File: src/rtl/div_unit.sv
// div_unit: multi-cycle signed/unsigned restoring divider, one quotient bit per clock
module div_unit #(
    parameter int WIDTH = 32
) (
    input  logic             clk,
    input  logic             rst_n,
    input  logic             start,
    input  logic             is_signed,
    input  logic [WIDTH-1:0] dividend,
    input  logic [WIDTH-1:0] divisor,
    output logic             busy,
    output logic             done,
    output logic [WIDTH-1:0] quotient,
    output logic [WIDTH-1:0] remainder,
    output logic             div_by_zero
);
    localparam int CW = $clog2(WIDTH);
    typedef enum logic [1:0] {IDLE, RUN, FIX, DONE} state_t;
    state_t           state_q, state_d;
    logic [WIDTH-1:0] dvd_q, dvd_d, dsr_q, dsr_d, rem_q, rem_d;
    logic [WIDTH-1:0] quo_q, quo_d, rmd_q, rmd_d;
    logic [CW-1:0]    cnt_q, cnt_d;
    logic             qneg_q, qneg_d, rneg_q, rneg_d, dbz_q, dbz_d;
    logic             a_neg, b_neg, borrow;
    logic [WIDTH:0]   shifted;
    logic [WIDTH-1:0] trial;
    always_comb begin
        a_neg   = is_signed & dividend[WIDTH-1];
        b_neg   = is_signed & divisor[WIDTH-1];
        shifted = {rem_q, dvd_q[WIDTH-1]};
        // shifted < 2*divisor, so when no borrow the difference fits in WIDTH bits
        borrow  = shifted < {1'b0, dsr_q};
        trial   = shifted[WIDTH-1:0] - dsr_q;
        state_d = state_q;
        dvd_d   = dvd_q;
        dsr_d   = dsr_q;
        rem_d   = rem_q;
        quo_d   = quo_q;
        rmd_d   = rmd_q;
        cnt_d   = cnt_q;
        qneg_d  = qneg_q;
        rneg_d  = rneg_q;
        dbz_d   = dbz_q;
        case (state_q)
            IDLE, DONE: begin
                state_d = IDLE;
                if (start && divisor == '0) begin
                    state_d = DONE;
                    quo_d   = '1;
                    rmd_d   = dividend;
                    dbz_d   = 1'b1;
                end else if (start) begin
                    state_d = RUN;
                    dvd_d   = a_neg ? -dividend : dividend;
                    dsr_d   = b_neg ? -divisor : divisor;
                    qneg_d  = a_neg ^ b_neg;
                    rneg_d  = a_neg;
                    rem_d   = '0;
                    cnt_d   = '0;
                end
            end
            RUN: begin
                dvd_d   = {dvd_q[WIDTH-2:0], ~borrow};
                rem_d   = borrow ? shifted[WIDTH-1:0] : trial;
                cnt_d   = cnt_q + 1'b1;
                state_d = cnt_q == CW'(WIDTH - 1) ? FIX : RUN;
            end
            FIX: begin
                quo_d   = qneg_q ? -dvd_q : dvd_q;
                rmd_d   = rneg_q ? -rem_q : rem_q;
                dbz_d   = 1'b0;
                state_d = DONE;
            end
            default: state_d = IDLE;
        endcase
    end
    always_ff @(posedge clk or negedge rst_n) begin
        if (!rst_n) begin
            state_q <= IDLE;
            dvd_q   <= '0;
            dsr_q   <= '0;
            rem_q   <= '0;
            quo_q   <= '0;
            rmd_q   <= '0;
            cnt_q   <= '0;
            qneg_q  <= 1'b0;
            rneg_q  <= 1'b0;
            dbz_q   <= 1'b0;
        end else begin
            state_q <= state_d;
            dvd_q   <= dvd_d;
            dsr_q   <= dsr_d;
            rem_q   <= rem_d;
            quo_q   <= quo_d;
            rmd_q   <= rmd_d;
            cnt_q   <= cnt_d;
            qneg_q  <= qneg_d;
            rneg_q  <= rneg_d;
            dbz_q   <= dbz_d;
        end
    end
    assign busy        = state_q == RUN || state_q == FIX;
    assign done        = state_q == DONE;
    assign quotient    = quo_q;
    assign remainder   = rmd_q;
    assign div_by_zero = dbz_q;
endmodule

File: config.mk
export PLATFORM = sky130hd
export DESIGN_NAME = div_unit
export DESIGN_NICKNAME = d
export VERILOG_FILES = /design/src/rtl/div_unit.sv
export SDC_FILE = /design/constraint.sdc
export NUM_CORES = 1
export LEC_CHECK = 0
export ABC_AREA = 1
export ABC_CLOCK_PERIOD_IN_PS = 2400
export CORE_ASPECT_RATIO = 1.5
export CORE_MARGIN = 1
export CORE_UTILIZATION = 35
export CTS_CLUSTER_DIAMETER = 30
export DETAILED_ROUTE_END_ITERATION = 6
export PLACE_DENSITY = 0.64
export SETUP_SLACK_MARGIN = 0.3
export SLEW_MARGIN = 5
export SYNTH_ARGS = -nofsm -noshare
export SYNTH_HDL_FRONTEND = slang
export SYNTH_SLANG_ARGS = --single-unit
File: constraint.sdc
create_clock -name clk -period 2.4 [get_ports clk]
set_input_delay 0.36 -clock clk [delete_from_list [all_inputs] [get_ports clk]]
set_output_delay 0.36 -clock clk [all_outputs]
set_load 0.05 [all_outputs]
### Word level (Yosys, flattened, before mapping)

Index checks and enable logic that the tools add are counted.

| word-level totals | value |
|---|---|
| logic and storage cells | 63 |
| register bits after elaboration | 170 |

| cells by class | value |
|---|---|
| equal/unequal tests | 7 |
| add/sub/neg operators | 6 |
| bitwise operators | 5 |
| multiplexer cells | 24 |
| reduce and logical (&&, ||, !) cells | 10 |
| magnitude comparators | 1 |

Operators with widths:

| kind | count |
|---|---|
| two-way mux 32 bit | 11 |
| case mux 32 bit (2 select lines) | 4 |
| negation 32 bit | 4 |
| < comparator 33 x 32 -> 1 bit | 1 |
| logical NOT 32 bit | 1 |
| subtractor 32 bit | 1 |
| two-way mux 5 bit | 2 |
| case mux 5 bit (2 select lines) | 1 |
| != test 2 bit, second input constant | 3 |
| case mux 2 bit (3 select lines) | 1 |
| AND reduction 3 bit | 2 |
| adder 5 x 1 -> 5 bit, second input constant | 1 |
| equality test 5 bit, second input constant | 1 |
| equality test 2 bit, second input constant | 2 |
| two-way mux 2 bit | 2 |
| nonzero test 2 bit | 2 |
| AND 1 bit | 2 |
| equality test 2 x 1 -> 1 bit, second input constant | 1 |
| logical NOT 2 bit | 1 |
| two-way mux 1 bit | 2 |
| inverter 1 bit | 2 |
| case mux 1 bit (2 select lines) | 1 |
| AND reduction 2 bit | 1 |
| OR reduction 2 bit | 1 |
| other kinds (3) | 3 |

### Depth between registers and ports, before layout

Gate-level depths: netlist of run 1.

| logic depth | value |
|---|---|
| depth in word-level cells | 5 |
| gate-level depth with buffers | 17 |

### Worst setup path before layout of run 1

Ideal clock, no wire load.

| timing | value |
|---|---|
| path type | register to register |
| from | register state_q[0] |
| to | register dvd_q[1] |
| setup slack | 0.422 ns |
| stages on the path, launching flop included | 8 |
| data required time | 2.270 ns |
| path buffers | 1 |
| library setup time | 0.130 ns |
| arrival time | 1.848 ns |
| cells stage by stage | dfrtp_1 > inv_1 > ha_1 > inv_1 > nand2_1 > nand2_4 > clkbuf_1 > o21ai_1 |

| on the way | value |
|---|---|
| longest elaborated chain between the ends | 4 |
| elaborated cells between the ends (all ways) | 9 |
| classes of those cells | 4 x eq/ne; 1 x mux; 4 x reduce/logical |

Ends and longest elaborated chain:

| what | line | RTL |
|---|---|---|
| start, declared | 19 | `state_t state_q, state_d;` |
| start signal, assigned | 90 | `state_q <= state_d;` |
| equality test 2 bit or logical NOT 2 bit (tied branches) | 44 | `case (state_q)` |
| OR reduction 2 bit | 44 |  |
| != test 2 bit (no line) or nonzero test 2 bit (tied branches) | -- |  |
| AND reduction 3 bit (no line) | -- |  |
| end signal, assigned | 91 | `dvd_q <= dvd_d;` |
| end, declared | 20 | `logic [WIDTH-1:0] dvd_q, dvd_d, dsr_q, dsr_d, rem_q, rem_d;` |

Parallel ways exist; a longest one is shown, timed or not.
A chain may end at the register's enable or synchronous reset.

### Worst setup path in the final report of run 1

| timing | value |
|---|---|
| from | register rem_q[29] |
| to | register rem_q[9] |

| on the way | value |
|---|---|
| longest elaborated chain between the ends | 3 |

Ends and longest elaborated chain:

| what | line | RTL |
|---|---|---|
| start, declared | 20 |  |
| start signal, assigned | 93 | `rem_q <= rem_d;` |
| < comparator 33 x 32 -> 1 bit | 32 | `borrow = shifted < {1'b0, dsr_q};` |
| two-way mux 32 bit | 64 | `rem_d = borrow ? shifted[WIDTH-1:0] : trial;` |
| case mux 32 bit (2 select lines) | 44 |  |

Every way passes these cells.

==> summary.md, run 1 <==
| Metric | Value |
|---|---|
| Top post-synthesis cells by count | `nand2_1, inv_1, nor2_1, nand3_1, dfrtp_1` |
| Worst min path class | `input port to async pin` |
| MaxCap Viol Count | `0` |
| Yosys cell types | `44` |
| Core area | `0.0383 mm²` |
| Final core utilization | `0.489` |
| Synth Flop Type | `dfrtp_1` |
| Buf+Inv Stages, Crit Path | `2` |
| Post-route cell area | `0.0187 mm²` |
| Max IR drop VDD | `0.631 mV` |
| DRC viols | `0` |
| Post-place instance area | `0.0167 mm²` |
| GPL Wtd Cong | `0.953` |
| Yosys top cell by area | `dfrtp_1` |
| Clock transition at path regs | `0.07 ns` |
| Root buffer cell | `clkbuf_16` |
| Worst Setup Start Kind | `register` |
| Crit. End Element | `register` |
| Status | `completed` |
| Synthesized flop and latch total | `170` |
| Initial Utilization | `0.355` |
| CTS H-tree depth | `4` |
| Pre-CTS setup slack | `-0.222 ns` |
| Width of the die | `163 µm` |
| Top cell family by delay on the critical path | `simple AND/OR/NAND/NOR gates` |
| Post-route minimum period | `2.16 ns` |
| Slew @ Worst Pin | `0.542 ns` |
| First-pass GRT wire length | `76,400 µm` |
| Total wire length | `50,200 µm` |
| Vias in the first global route | `14,900` |
| Area grow syn2layout | `37.9%` |
| Fin nets | `2,583` |
| Setup WS post-layout | `0.244 ns` |
| RSZ-0062 raised after global routing | `true` |
| CTS tree | `yes` |
| Peak Freq | `464 MHz` |
| Vias/cell | `5.10` |
| Routed Antenna Nets | `0` |
| Fill count | `3,881` |
| WP data required | `2.74 ns` |
| Mean Syn Cell Area | `6.28 µm²` |
| Post-synth EDFFs | `0` |
| Count leader, synth | `nand2_1` |
| TritonRoute pass-1 iters | `5` |
| Post-Layout Cell Count | `2,980` |
| WHS | `0.416 ns` |
| Ys Warns | `0` |
| DR iter-0 viols | `907` |
| Height of the die | `243 µm` |
| CTS buffer count | `17` |
| Slew HR | `0.635` |
| Ys async rst share | `1.00` |
| Clock Latency Late Sink | `0.47 ns` |
| Vias | `15,200` |
| Port Buffers | `134` |
| GRT Total Usage | `0.251` |
| Synth top area cells | `dfrtp_1, nand2_1, nand3_1` |
| Dpl cells | `2,902` |
| Max-slew violations | `0` |
| Sequential share of the synthesized area | `0.313` |
| Slowest CP cell | `dfrtp_1` |
| Worst path max stage delay | `0.44 ns` |
| Worst R2R Path Depth | `12` |
| Leak pwr | `9.00 nW` |
| Clock buffer depth | `2` |
| Crit path depth | `12` |
| Final setup violation count | `0` |
| Reg2reg setup slack | `0.24 ns` |
| TritonCTS Sinks | `170` |
| DR WL/cell | `16.8 µm` |
| CP dominant cell by count | `nand2_8` |
| Grt total ovfl | `0` |
| Final period util | `0.898` |
| Final hold violations | `0` |
| Initial antenna violation count | `0` |
| Mapped Area | `0.0136 mm²` |
| Num rows | `88` |
| Syn Inst Count | `2,165` |
| Ports | `135` |
| Crit path to | `rem_q[9]` |
| FF-to-FF End | `rem_q[9]` |
| Worst Path Max Fanout | `8` |
| Maximum number of pins on one net before global-route repair | `66` |
| CP startpoint | `rem_q[29]` |
| Detailed Place HPWL | `39,400 µm` |
| Critical-path cell list | `ha_4 -> nand2_4 -> nor3_4 -> nand2_2 -> buf_6 -> nor2_4 -> nand2_8 -> buf_12 -> nand2_8 -> nand2_1 -> nand3_1 -> o21ai_1` |
| Die Area | `0.0396 mm²` |
| Share of the synthesized area in the top cell type | `0.313` |
| Pwr Density | `1310 mW/mm²` |
| Number of inserted diodes | `0` |
| Arr. time, crit path | `2.50 ns` |
| Syn Nets | `2,275` |
| Setup Crit Path Kind | `register to register` |
| Layout cells sized above 1 | `0.196` |
| R2R Path Start | `rem_q[29]` |
| Clk_skew | `0.0123 ns` |
==> where the power goes <==
part,total (mW),switching [mW],internal (mW)
logic,17.3,10.2,7.12
registers,4.61,0.884,3.73
clock network,2.67,1.29,1.38
total,24.6,12.4,12.2
==> cell type report <==
class	count	area, µm²	area share
inverter	287	1100	0.0586
tap	495	619	0.0330
sequential	170	4270	0.228
multi-input combinational	1640	8910	0.476
timing repair buffer	357	3300	0.176
clock inverter	12	92.6	0.00494
clock buffer	19	453	0.0242
==> through the flow <==
step                      setup TNS, ns  power, mW
after floorplan                       0       13.6
after global placement           -21.22       17.8
after detailed placement         -24.11       18.1
after CTS                             0       22.7
after global routing                  0       26.6
final                                 0       24.6
==> metal layers <==
metal / routed length, µm / global-route usage / vias to the layer above
met5: 0 / 0 / -
met4: 3960 / 0.184 / 0
met3: 1630 / 0.0271 / 158
met2: 26300 / 0.468 / 435
met1: 18300 / 0.254 / 7048
li1: - / - / 7560
==> how the worst min path moves through the flow <==
stage	cells past startpoint	end	start	slack, ns
finish	2	dvd_q[6]	rst_n	0.42
global route	2	dvd_q[6]	rst_n	0.45
CTS	2	quotient[2]	rst_n	0.42
detailed placement	1	quotient[2]	rst_n	0.34
global placement	1	quotient[4]	rst_n	0.34
floorplan	0	cnt_q[0]	rst_n	0.06
==> what timing repair did <==
item	CTS	global route
gates resized for setup	122	144
cloned	3	1
hold endpoints to repair	42	0
hold buffers	1	0
buffers inserted	14	28
pin swaps	28	52
endpoints found under the setup margin	57	157
==> cells by family after synthesis <==
family / Yosys count / synth area share
compound gates: 265 / 0.108
xor+xnor: 66 / 0.0425
fa+ha+maj: 42 / 0.0392
buf+inv: 358 / 0.107
flops: 170 / 0.313
simple gates: 1264 / 0.390
==> cell usage in the layout (no fill, tap or decap), types with 3 or more instances in the layout <==
master,n
and2_1,4
nand2_1,627
xnor2_2,4
buf_12,18
clkbuf_16,17
xor2_1,48
clkdlybuf4s50_1,131
o21ai_1,28
nor3_1,18
buf_4,193
nand3_4,3
nor2_4,10
or2_2,10
nand4_1,29
a21oi_1,55
a31oi_1,29
ha_1,10
dfrtp_2,9
o211ai_1,26
inv_1,246
nand2_8,4
nand3_2,18
inv_2,36
o21ai_0,102
clkinvlp_4,7
nand2_2,41
a21oi_2,7
nor3_2,3
buf_6,12
ha_4,30
nor2_2,22
nand3_1,222
nand2_4,20
dfrtp_1,161
nor2_1,219
xnor2_1,14
nand3b_1,10
o22ai_1,3
==> registers in the layout, summed over array words and instances (netlist names), 2 cells and up <==
register	cells
quotient	32
dsr_q	32
state_q	2
remainder	32
rem_q	32
dvd_q	32
cnt_q	5
Power figures use the tool's default switching activity.
==> run 2, diff against run 1 <==
HOLD_SLACK_MARGIN = 0.15   (was not set)
==> results of run 2 <==
No change in the layout: final DEF, timing and power equal those of run 1.
